--- config.mk ---
export PLATFORM = sky130hd
export DESIGN_NAME = punc_control
export DESIGN_NICKNAME = d
export VERILOG_FILES = /design/src/rtl/punc_control.sv
export SDC_FILE = /design/constraint.sdc
export NUM_CORES = 1
export LEC_CHECK = 0
export CORE_MARGIN = 2
export CORE_UTILIZATION = 30
export CTS_BUF_LIST = sky130_fd_sc_hd__clkbuf_2
export DETAILED_ROUTE_END_ITERATION = 8
export PLACE_DENSITY = 0.74
export SKIP_CTS_REPAIR_TIMING = 1
export SLEW_MARGIN = 5
export SYNTH_ARGS = -nofsm -noshare
export SYNTH_HDL_FRONTEND = slang
export SYNTH_SLANG_ARGS = --single-unit
--- constraint.sdc ---
create_clock -name clk -period 2.4 [get_ports clk]
set_input_delay 0.48 -clock clk [delete_from_list [all_inputs] [get_ports clk]]
set_output_delay 0.48 -clock clk [all_outputs]
set_load 0.005 [all_outputs]
--- src/rtl/punc_control.sv ---
// Main control FSM for the PUNC datapath: FETCH/DECODE/EXEC/EXEC2/HALT.
// Define PUNC_ILLEGAL_HALT_EN to halt on reserved opcodes 1000/1101; otherwise they run as NOPs.
module punc_control (
  input  logic        clk,
  input  logic        rst,
  input  logic [15:0] ir,
  input  logic        nzp_true,
  output logic        pc_ld,
  output logic        pc_clr,
  output logic        pc_inc,
  output logic [1:0]  pc_sel,
  output logic        ir_ld,
  output logic        ir_clr,
  output logic        mem_rd,
  output logic        mem_wr,
  output logic [1:0]  mem_r_addr_sel,
  output logic [1:0]  mem_w_addr_sel,
  output logic [1:0]  rf_w_data_sel,
  output logic        rf_w_addr_sel,
  output logic        rf_w_wr,
  output logic        rf_r0_rd,
  output logic        rf_r1_rd,
  output logic        rf_r0_addr_sel,
  output logic        prev_ld,
  output logic        nzp_ld,
  output logic        nzp_clr,
  output logic [1:0]  alu_sel,
  output logic        alu_first_val_sel
);

  typedef enum logic [2:0] {
    FETCH  = 3'd0,
    DECODE = 3'd1,
    EXEC   = 3'd2,
    EXEC2  = 3'd3,
    HALT   = 3'd4
  } state_t;

  localparam logic [3:0] OP_BR   = 4'b0000;
  localparam logic [3:0] OP_ADD  = 4'b0001;
  localparam logic [3:0] OP_LD   = 4'b0010;
  localparam logic [3:0] OP_ST   = 4'b0011;
  localparam logic [3:0] OP_JSR  = 4'b0100;
  localparam logic [3:0] OP_AND  = 4'b0101;
  localparam logic [3:0] OP_LDR  = 4'b0110;
  localparam logic [3:0] OP_STR  = 4'b0111;
  localparam logic [3:0] OP_RES8 = 4'b1000;
  localparam logic [3:0] OP_NOT  = 4'b1001;
  localparam logic [3:0] OP_LDI  = 4'b1010;
  localparam logic [3:0] OP_STI  = 4'b1011;
  localparam logic [3:0] OP_JMP  = 4'b1100;
  localparam logic [3:0] OP_RESD = 4'b1101;
  localparam logic [3:0] OP_LEA  = 4'b1110;
  localparam logic [3:0] OP_HALT = 4'b1111;

  state_t     state_r;
  state_t     next_state_s;
  logic [3:0] opcode_s;
  logic       illegal_halt_s;
  logic       unused_ir_s;

  assign opcode_s    = ir[15:12];
  assign unused_ir_s = ^{ir[10:6], ir[4:0]};

`ifdef PUNC_ILLEGAL_HALT_EN
  assign illegal_halt_s = (opcode_s == OP_RES8) || (opcode_s == OP_RESD);
`else
  assign illegal_halt_s = 1'b0;
`endif

  // State register with synchronous reset back to FETCH.
  always_ff @(posedge clk) begin
    if (rst) begin
      state_r <= FETCH;
    end else begin
      state_r <= next_state_s;
    end
  end

  // Next-state and control decode; reset overrides every state.
  always_comb begin
    next_state_s      = state_r;
    pc_ld             = 1'b0;
    pc_clr            = 1'b0;
    pc_inc            = 1'b0;
    pc_sel            = 2'd0;
    ir_ld             = 1'b0;
    ir_clr            = 1'b0;
    mem_rd            = 1'b0;
    mem_wr            = 1'b0;
    mem_r_addr_sel    = 2'd0;
    mem_w_addr_sel    = 2'd0;
    rf_w_data_sel     = 2'd0;
    rf_w_addr_sel     = 1'b0;
    rf_w_wr           = 1'b0;
    rf_r0_rd          = 1'b0;
    rf_r1_rd          = 1'b0;
    rf_r0_addr_sel    = 1'b0;
    prev_ld           = 1'b0;
    nzp_ld            = 1'b0;
    nzp_clr           = 1'b0;
    alu_sel           = 2'd0;
    alu_first_val_sel = 1'b0;
    if (rst) begin
      next_state_s = FETCH;
      pc_clr       = 1'b1;
      ir_clr       = 1'b1;
      nzp_clr      = 1'b1;
    end else begin
      case (state_r)
        FETCH: begin
          mem_rd       = 1'b1;
          ir_ld        = 1'b1;
          pc_inc       = 1'b1;
          next_state_s = DECODE;
        end
        DECODE: begin
          if ((opcode_s == OP_HALT) || illegal_halt_s) begin
            next_state_s = HALT;
          end else begin
            next_state_s = EXEC;
          end
        end
        EXEC: begin
          next_state_s = FETCH;
          case (opcode_s)
            OP_ADD, OP_AND: begin
              rf_w_wr       = 1'b1;
              rf_w_addr_sel = 1'b1;
              nzp_ld        = 1'b1;
              alu_sel       = (opcode_s == OP_ADD) ? 2'd1 : 2'd2;
              if (ir[5]) begin
                alu_first_val_sel = 1'b1;
              end else begin
                rf_r0_addr_sel = 1'b1;
              end
            end
            OP_NOT: begin
              rf_w_wr       = 1'b1;
              rf_w_addr_sel = 1'b1;
              nzp_ld        = 1'b1;
              alu_sel       = 2'd3;
            end
            OP_LD, OP_LDR, OP_LDI: begin
              mem_rd         = 1'b1;
              mem_r_addr_sel = (opcode_s == OP_LDR) ? 2'd3 : 2'd1;
              rf_w_data_sel  = 2'd2;
              rf_w_addr_sel  = 1'b1;
              rf_w_wr        = 1'b1;
              // LDI only loads the pointer here; flags follow the final data in EXEC2.
              nzp_ld         = (opcode_s != OP_LDI);
              if (opcode_s == OP_LDI) begin
                next_state_s = EXEC2;
              end else begin
                next_state_s = FETCH;
              end
            end
            OP_LEA: begin
              rf_w_data_sel = 2'd1;
              rf_w_addr_sel = 1'b1;
              rf_w_wr       = 1'b1;
              nzp_ld        = 1'b1;
            end
            OP_ST, OP_STR: begin
              mem_wr         = 1'b1;
              mem_w_addr_sel = (opcode_s == OP_STR) ? 2'd2 : 2'd0;
            end
            OP_STI: begin
              prev_ld        = 1'b1;
              mem_rd         = 1'b1;
              mem_r_addr_sel = 2'd1;
              next_state_s   = EXEC2;
            end
            OP_BR: begin
              pc_ld = nzp_true;
            end
            OP_JMP: begin
              pc_ld  = 1'b1;
              pc_sel = 2'd2;
            end
            OP_JSR: begin
              rf_w_wr       = 1'b1;
              rf_w_data_sel = 2'd3;
              pc_ld         = 1'b1;
              pc_sel        = ir[11] ? 2'd1 : 2'd2;
            end
            default: begin
              next_state_s = FETCH;
            end
          endcase
        end
        EXEC2: begin
          next_state_s = FETCH;
          case (opcode_s)
            OP_LDI: begin
              mem_rd         = 1'b1;
              mem_r_addr_sel = 2'd2;
              rf_w_data_sel  = 2'd2;
              rf_w_addr_sel  = 1'b1;
              rf_w_wr        = 1'b1;
              nzp_ld         = 1'b1;
            end
            OP_STI: begin
              mem_wr         = 1'b1;
              mem_w_addr_sel = 2'd1;
            end
            default: begin
              next_state_s = FETCH;
            end
          endcase
        end
        HALT: begin
          next_state_s = HALT;
        end
        default: begin
          next_state_s = FETCH;
        end
      endcase
    end
  end

endmodule

# After elaboration in Yosys (flattened, before gate mapping)
# Index checks and enable logic that the tools add are counted.
word_totals:
  register_bits: 3
  inputBits: 19
classes:
  eq_ne: 18
  muxes: 58
  reduce_logical: 10
ops:
  columns: ["operator", "n"]
  rows:
  - ["$mux 2", 14]
  - ["$pmux 2 s2", 7]
  - ["$mux 1", 27]
  - ["$eq 4x4->1 const B", 6]
  - ["$eq 4x3->1 const B", 4]
  - ["$pmux 1 s2", 6]
  - ["$pmux 3 s4", 1]
  - ["$eq 4x2->1 const B", 2]
  - ["$reduce_or 4->1", 2]
  - ["$reduce_or 8->1", 1]
  - ["$reduce_or 7->1", 1]
  - ["$eq 3x2->1 const B", 2]
  - ["$pmux 2 s3", 1]
  - ["$reduce_or 2->1", 3]
  - ["$eq 4x1->1 const B", 1]
  - ["$logic_not 4->1", 1]
  - ["$ne 4x4->1 const B", 1]
  - ["$eq 3x1->1 const B", 1]
  - ["$eq 3x3->1 const B", 1]
  - ["$logic_not 3->1", 1]
  - ["$mux 3", 1]
  - ["$pmux 1 s3", 1]
  - ["$reduce_or 3->1", 1]

# Longest topological paths before layout
# Gate-level depths: netlist of the first run.
logic_depth:
  word_depth: 5
  ltp_mapped: 5

# Worst setup path after synthesis of the first run
# Ideal clock, no wire load.
synth_path:
  path_type: "input port to output port"
  from: "in ir[12]"
  to: "out nzp_ld"
  arrival_ns: 1.289
  slack_ns: 0.631
  path_stages: 4
  n_path_buf: 1
  cell_sequence: "buf_2 > nand2b_1 > or3_1 > a31oi_1"
synth_via:
  elab_chain_cells: 5
  elab_cells_between_ends: 14
  cone_classes: "eq/ne: 8; mux: 4; reduce/logical: 2"
synth_lines:
  columns: ["element", "line_no", "source"]
  rows:
  - ["start, declared", "6", "input logic [15:0] ir,"]
  - ["$eq 4x1->1, or another cell as far along", "126", "case (opcode_s)"]
  - ["$reduce_or 4->1 (no source line) or $reduce_or 3->1 (tied branches)", null, null]
  - ["$pmux 1 s2", "126", null]
  - ["$pmux 1 s2 (*)", "110", "case (state_r)"]
  - ["$mux 1 (*)", "104", "if (rst) begin"]
  - ["end, declared", "25", "output logic nzp_ld,"]
# Mark *: on every way between the ends. The rest lies on a longest branch, timed or not.

# Worst setup path in the final report of the first run
layout_path:
  from: "in rst"
  to: "out pc_sel[1]"
layout_via:
  elab_chain_cells: 1
layout_lines:
  columns: ["element", "line_no", "source"]
  rows:
  - ["start, declared", "5", "input logic rst,"]
  - ["$mux 2", "104", null]
  - ["end, declared", "11", "output logic [1:0] pc_sel,"]
# Every way passes these cells.

==> flow_summary.yaml, run 1 <==
floorplanning:
  placementRows: 15
  die_width_um: 47.4
  core_um2: 1750
  ios: 45
  die_h_um: 47.4
  start_util_pct: 32.3
  die_area_um2: 2240
logic_synthesis:
  syn_area_per_cell_um2: 7.05
  synth_top_area_cell: "buf_4"
  yosys-top-cells-area: "buf_4 (12%), dfxtp_1 (11%), nor3_1 (7.1%)"
  yosysMostFrequentCell: "buf_4"
  synth_top_cell_area_share_pct: 12.0
  yosys_warnings: 0
  synth_seq_cells: 3
  synth_common_cells: "buf_4 (9), nor3_1 (8), a21oi_1 (7)"
  ys_seq_area_share_pct: 10.6
  synth-main-ff-cell: "dfxtp_1"
  synth_edf_count: 0
  syn_inst: 80
  netlist_area_um2: 564
  synth-async-reset-ratio_pct: 0
  ys_types: 36
critical_path:
  cp.arrival_ps: 1840
  path_class: "input pin to output port"
  rrSetupSlack_ps: 1150
  cp_max_fo: 5
  r2r_cells: 5
  end_kind: "output port"
  crit_path_start_kind: "input pin"
  cp.required_ps: 1920
timing:
  slew_violations: 0
  layout_min_cycle_time_ps: 2320
  hold_viol_final: 0
  fin_worst_skew_ps: 2.82
  setup_violations: 0
  fmax_mhz: 432
  post-route-period-util_pct: 96.5
  whs_ps: 635
global_routing:
  grt_max_degree: 13
  grt_usage_pct: 17.1
  antenna_found_initial: 0
  gr-total-overflow: 0
  grt_pass1_vias: 675
  grt_pass1_wl_um: 2750
clock_tree:
  clk_latency_ps: 200
  cts_buffers: 3
  clk_pin_slew_ps: 40
  htreeDepth: 1
  clkSinkCount: 3
  clockRootBuffer: "clkbuf_2"
  cts.path.max_buffers: 2
  cts_tree: "done"
final_layout:
  fin_util_pct: 60.4
  drive_above_1_share_pct: 30.6
  syn2layout_area_growth_pct: 86.7
  largest_registers: "state_r: 3 flops"
  top_register: "state_r"
  multi_input_area_um2: 410
  fill_cells: 163
  register_area_um2: 61.3
  antenna_cells: 0
  largest_reg_flops: 3
  nets: 144
routing:
  vias: 739
  ant_nets: 0
  wirelength_um: 1850
  drcViolationCount: 0
  routedWlPerCell_um: 12.4
  vias_per_cell: 4.96
  drt_iter0_markers: 16
  drtPass1Iterations: 4
worst_hold_path:
  hold_depth: 2
  hold_path_class: "register to register"
placement:
  port-buffer-count: 32
  hpwl_um: 1370
  gp_routability_congestion: 0.795
pwr:
  ir_worst_vdd_v: 0.000228
  p_leak_nw: 0.719
  powerDensity_nw_per_um2: 262
flow_run:
  maxCapViolCount: 0
status:
  status: "finished clean"
logic make-up after synthesis:
logic type,synth area share [%]
AOI/OAI and AO/OA,23.3
buffers and inverters,20.2
DFF,10.6
xor gates and xnor gates,1.55
and+or+nand+nor,43.7
other,0.665
metrics by stage:
stage | power [W] | cell area (um^2) | cells | setup TNS [ps] | setup WS (ps)
2_1_floorplan | 0.000144 | 568 | 81 | 0 | 631
3_3_place_gp | 0.000196 | 945 | 142 | -4170 | -321
3_5_place_dp | 0.000198 | 945 | 142 | -4570 | -341
4_1_cts | 0.000274 | 965 | 146 | -4740 | -350
5_1_grt | 0.000295 | 1050 | 149 | -3.47 | -3.47
6_report | 0.000276 | 1050 | 149 | 0 | 84.8
final cells by class:
cell class	count	area share [%]
Tap cell	25	2.97
Sequential cell	3	5.82
Clock buffer	4	1.90
Multi-Input combinational cell	61	39.0
Inverter	5	1.78
Timing Repair Buffer	51	48.6
layer usage:
metal | share of wire [%] | global-route usage [%] | up-vias
met2 | 52 | 31.4 | 37
met3 | 7.9 | 3.08 | 2
met1 | 40 | 18.9 | 335
li1 | - | - | 365
met5 | 0 | 0 | -
met4 | 0.76 | 7.78 | 0
path summary, 6_finish.rpt:
kind | start | to
max reg2reg | state_r[0] | state_r[2]
min reg2reg | state_r[1] | state_r[2]
min | state_r[1] | state_r[2]
max | rst | pc_sel[1]
report_power, final:
group | internal (W) | switching [W]
clock network | 0.0000440 | 0.0000258
registers | 0.0000547 | 0.00000554
logic | 0.0000781 | 0.0000679
critical path, cell delays in order:
cell and delay, ps:
dlymetal6s2s_1 180, nor2_8 140, nand2_4 60, or3_4 360, nor2_1 110, clkdlybuf4s50_1 500
layout by cell type, fill, tap and decap left out, types with 3 or more instances in the layout:
| master | netlist | layout |
|---|---|---|
| nor3_1 | 8 | 8 |
| a21oi_1 | 7 | 6 |
| buf_4 | 9 | 18 |
| nand2_1 | 6 | 5 |
| inv_1 | 5 | 5 |
| nand2b_1 | 3 | 3 |
| nor2_1 | 6 | 6 |
| dlymetal6s2s_1 | 0 | 20 |
| clkbuf_2 | 0 | 4 |
| clkdlybuf4s50_1 | 0 | 11 |
No activity file was read; power rests on OpenSTA's default activity.
==> run 2: changes to the inputs <==
--- a/config.mk
+++ b/config.mk
@@ -5,11 +5,12 @@
 export SDC_FILE = /design/constraint.sdc
 export NUM_CORES = 1
 export LEC_CHECK = 0
+export ABC_AREA = 1
 export CORE_MARGIN = 2
 export CORE_UTILIZATION = 30
 export CTS_BUF_LIST = sky130_fd_sc_hd__clkbuf_2
 export DETAILED_ROUTE_END_ITERATION = 8
-export PLACE_DENSITY = 0.74
+export PLACE_DENSITY = 0.75
 export SKIP_CTS_REPAIR_TIMING = 1
 export SLEW_MARGIN = 5
 export SYNTH_ARGS = -nofsm -noshare
==> run 2 against run 1 <==
Compared with the run above: largest power group unchanged; die area shrank 2.2%; area after synthesis shrank 2.4%; clock skew is essentially flat; highest routed layer is now met3; via count shrank 0.95%; sequential share of layout area grew 0.40 points; non-clock buffer count shrank 9; flip-flop and latch count is the same; first-iteration DRC count shrank 19%; critical path type unchanged; clock power shrank 4.6%; clock-buffer cell count is the same; total power shrank 15%; global-route usage shrank 2.1 points.
==> flow_summary.yaml, run 2 <==
timing:
  setup_violations: 0
  fmax_mhz: 441
  rsz0062_at_grt: "no"
  layout_min_cycle_time_ps: 2270
  layout_setup_ws_ps: 134
  post-route-period-util_pct: 94.4
  hold_viol_final: 0
  whs_ps: 650
  slew_violations: 0
  fin_worst_skew_ps: 2.86
pwr:
  p_seq_share_pct: 25.3
  power_switching_w: 0.0000835
  internal_power_w: 0.000152
  ir_worst_vdd_v: 0.000267
  clkPwrFrac_pct: 28.2
  p_leak_nw: 0.478
  powerDensity_nw_per_um2: 244
  swShare_pct: 35.5
  combPwrFrac_pct: 46.5
logic_synthesis:
  syn_inst: 98
  yosysMostFrequentCell: "nand2_1"
  synth_seq_cells: 3
  syn_area_per_cell_um2: 5.62
  synth-async-reset-ratio_pct: 0
  synthXorXnorAreaFrac_pct: 0
  netlist_area_um2: 551
  yosys_warnings: 0
  synth-main-ff-cell: "dfxtp_1"
  synth_top_cell_area_share_pct: 13.6
  synth_compound_area_share_pct: 10.9
  synth_adder_area_share_pct: 0
  synth_common_cells: "nand2_1 (20), nor2_1 (17), inv_1 (12)"
  synth_edf_count: 0
  yosys-top-cells-area: "nand2_1 (14%), nor2_1 (12%), dfxtp_1 (11%)"
  synth_top_family_by_area: "simple AND/OR/NAND/NOR gates"
  ys_types: 25
  ys_seq_area_share_pct: 10.9
  synth_top_area_cell: "nand2_1"
  yosys.area_share.simple_pct: 56.8
  synth.area.mux_share_pct: 0
critical_path:
  end_kind: "output port"
  path_depth: 10
  rr_endpoint: "state_r[0]"
  worstPathCellList: "dlymetal6s2s_1 > inv_2 > nor2_4 > inv_1 > nand2_1 > nand2_1 > nand2_1 > nand2_2 > nor2_2 > clkdlybuf4s50_1"
  startpoint: "ir[13]"
  path_class: "input pin to output port"
  crit_path_start_kind: "input pin"
  reg2reg_from: "state_r[1]"
  critPathMaxStageDelay_ps: 500
  cp_common_cell: "nand2_1"
  cp.required_ps: 1920
  cp.arrival_ps: 1790
  crit_path_top_delay_cell: "clkdlybuf4s50_1"
  crit_end: "nzp_ld"
  r2r_cells: 4
  cp_max_fo: 5
  rrSetupSlack_ps: 1430
  cp_top_family: "buffers and inverters"
  crit_buf_inv: 4
routing:
  vias_per_cell: 4.49
  ant_nets: 0
  drcViolationCount: 0
  wirelength_um: 1530
  vias: 732
  routedWlPerCell_um: 9.41
  drtPass1Iterations: 4
  drt_iter0_markers: 13
flow_run:
  maxCapViolCount: 0
final_layout:
  syn2layout_area_growth_pct: 75.5
  top_register: "state_r"
  largest_reg_flops: 3
  final_common_cell: "clkdlybuf4s50_1"
  final_cell_mix: "clkdlybuf4s50_1 (27), nand2_1 (20), nor2_1 (16)"
  fin_cells: 163
  largest_registers: "state_r: 3 flops"
  fin_util_pct: 55.9
  nets: 158
  antenna_cells: 0
  drive_above_1_share_pct: 24.6
clock_tree:
  clk_pin_slew_ps: 40
  clockRootBuffer: "clkbuf_2"
  cts.path.max_buffers: 2
  cts_tree: "done"
  htreeDepth: 1
  cts_buffers: 3
  clk_latency_ps: 190
  clkSinkCount: 3
floorplanning:
  start_util_pct: 31.9
  ios: 45
  placementRows: 15
  die_area_um2: 2190
  die_width_um: 46.8
  core_um2: 1730
  die_h_um: 46.8
global_routing:
  antenna_found_initial: 0
  grt_pass1_wl_um: 2430
  gr-total-overflow: 0
  grt_pass1_vias: 604
  grt_usage_pct: 15.0
  grt_max_degree: 10
placement:
  gp_routability_congestion: 0.821
  port-buffer-count: 32
  hpwl_um: 1310
  place_inst: 158
  place_ws_ps: -253
worst_hold_path:
  hold_depth: 3
  hold_path_class: "register to register"
status:
  status: "finished clean"
## run 2: area by class of cell
type,count,area [um^2]
Inverter,17,63.8
Timing Repair Buffer,42,408
Multi-Input combinational cell,72,383
Sequential cell,3,60.1
Fill cell,181,761
Tap cell,25,31.3
Clock buffer,4,20.0
## run 2: cell families after synthesis
family,after synthesis
and+or+nand+nor,61
buffers and inverters,24
AOI/OAI and AO/OA,9
other,1
DFF,3
## run 2: worst min-delay path by stage
stage | start | to
2_1_floorplan | state_r[2] | state_r[0]
3_3_place_gp | state_r[2] | state_r[0]
3_5_place_dp | state_r[0] | state_r[2]
4_1_cts | state_r[2] | state_r[0]
5_1_grt | state_r[0] | state_r[2]
6_report | state_r[2] | state_r[0]
## run 2: per-layer routing
layer / share of wire, % / vias up / wire (um) / global-route usage (%)
li1: - / 382 / - / -
met1: 45 / 329 / 697 / 20.4
met2: 51 / 21 / 790 / 24.9
met3: 3.0 / 0 / 46 / 1.15
met4: 0 / 0 / 0 / 5.00
met5: 0 / - / 0 / 0
## run 2: worst reg2reg max path: cells and delay by family (launching register included)
kind | cells | cell delay [ps]
and+or+nand+nor | 4 | 480
DFF | 1 | 420
## run 2: power by group through the flow
stage	Combinational, W	Clock, W	Sequential [W]
global placement	0.000106	0	0.0000598
floorplan	0.0000607	0	0.0000591
CTS	0.000109	0.0000707	0.0000592
global route	0.000122	0.0000726	0.0000600
finish	0.000109	0.0000665	0.0000595
detailed placement	0.000108	0	0.0000600
## run 2: metrics by stage
step | instance area [um^2] | setup TNS (ps) | power [W]
after floorplan | 554 | 0 | 0.000120
after global placement | 923 | -2650 | 0.000166
after detailed placement | 923 | -3170 | 0.000168
after CTS | 943 | -3240 | 0.000239
after global routing | 966 | 0 | 0.000255
final | 966 | 0 | 0.000235
==> run 3: changes to the inputs <==
--- a/config.mk
+++ b/config.mk
@@ -11,6 +11,7 @@
 export CTS_BUF_LIST = sky130_fd_sc_hd__clkbuf_2
 export DETAILED_ROUTE_END_ITERATION = 8
 export PLACE_DENSITY = 0.75
+export SETUP_SLACK_MARGIN = 0.02
 export SKIP_CTS_REPAIR_TIMING = 1
 export SLEW_MARGIN = 5
 export SYNTH_ARGS = -nofsm -noshare
==> results of run 3 <==
No change in the layout: final DEF, timing and power equal those of run 2.
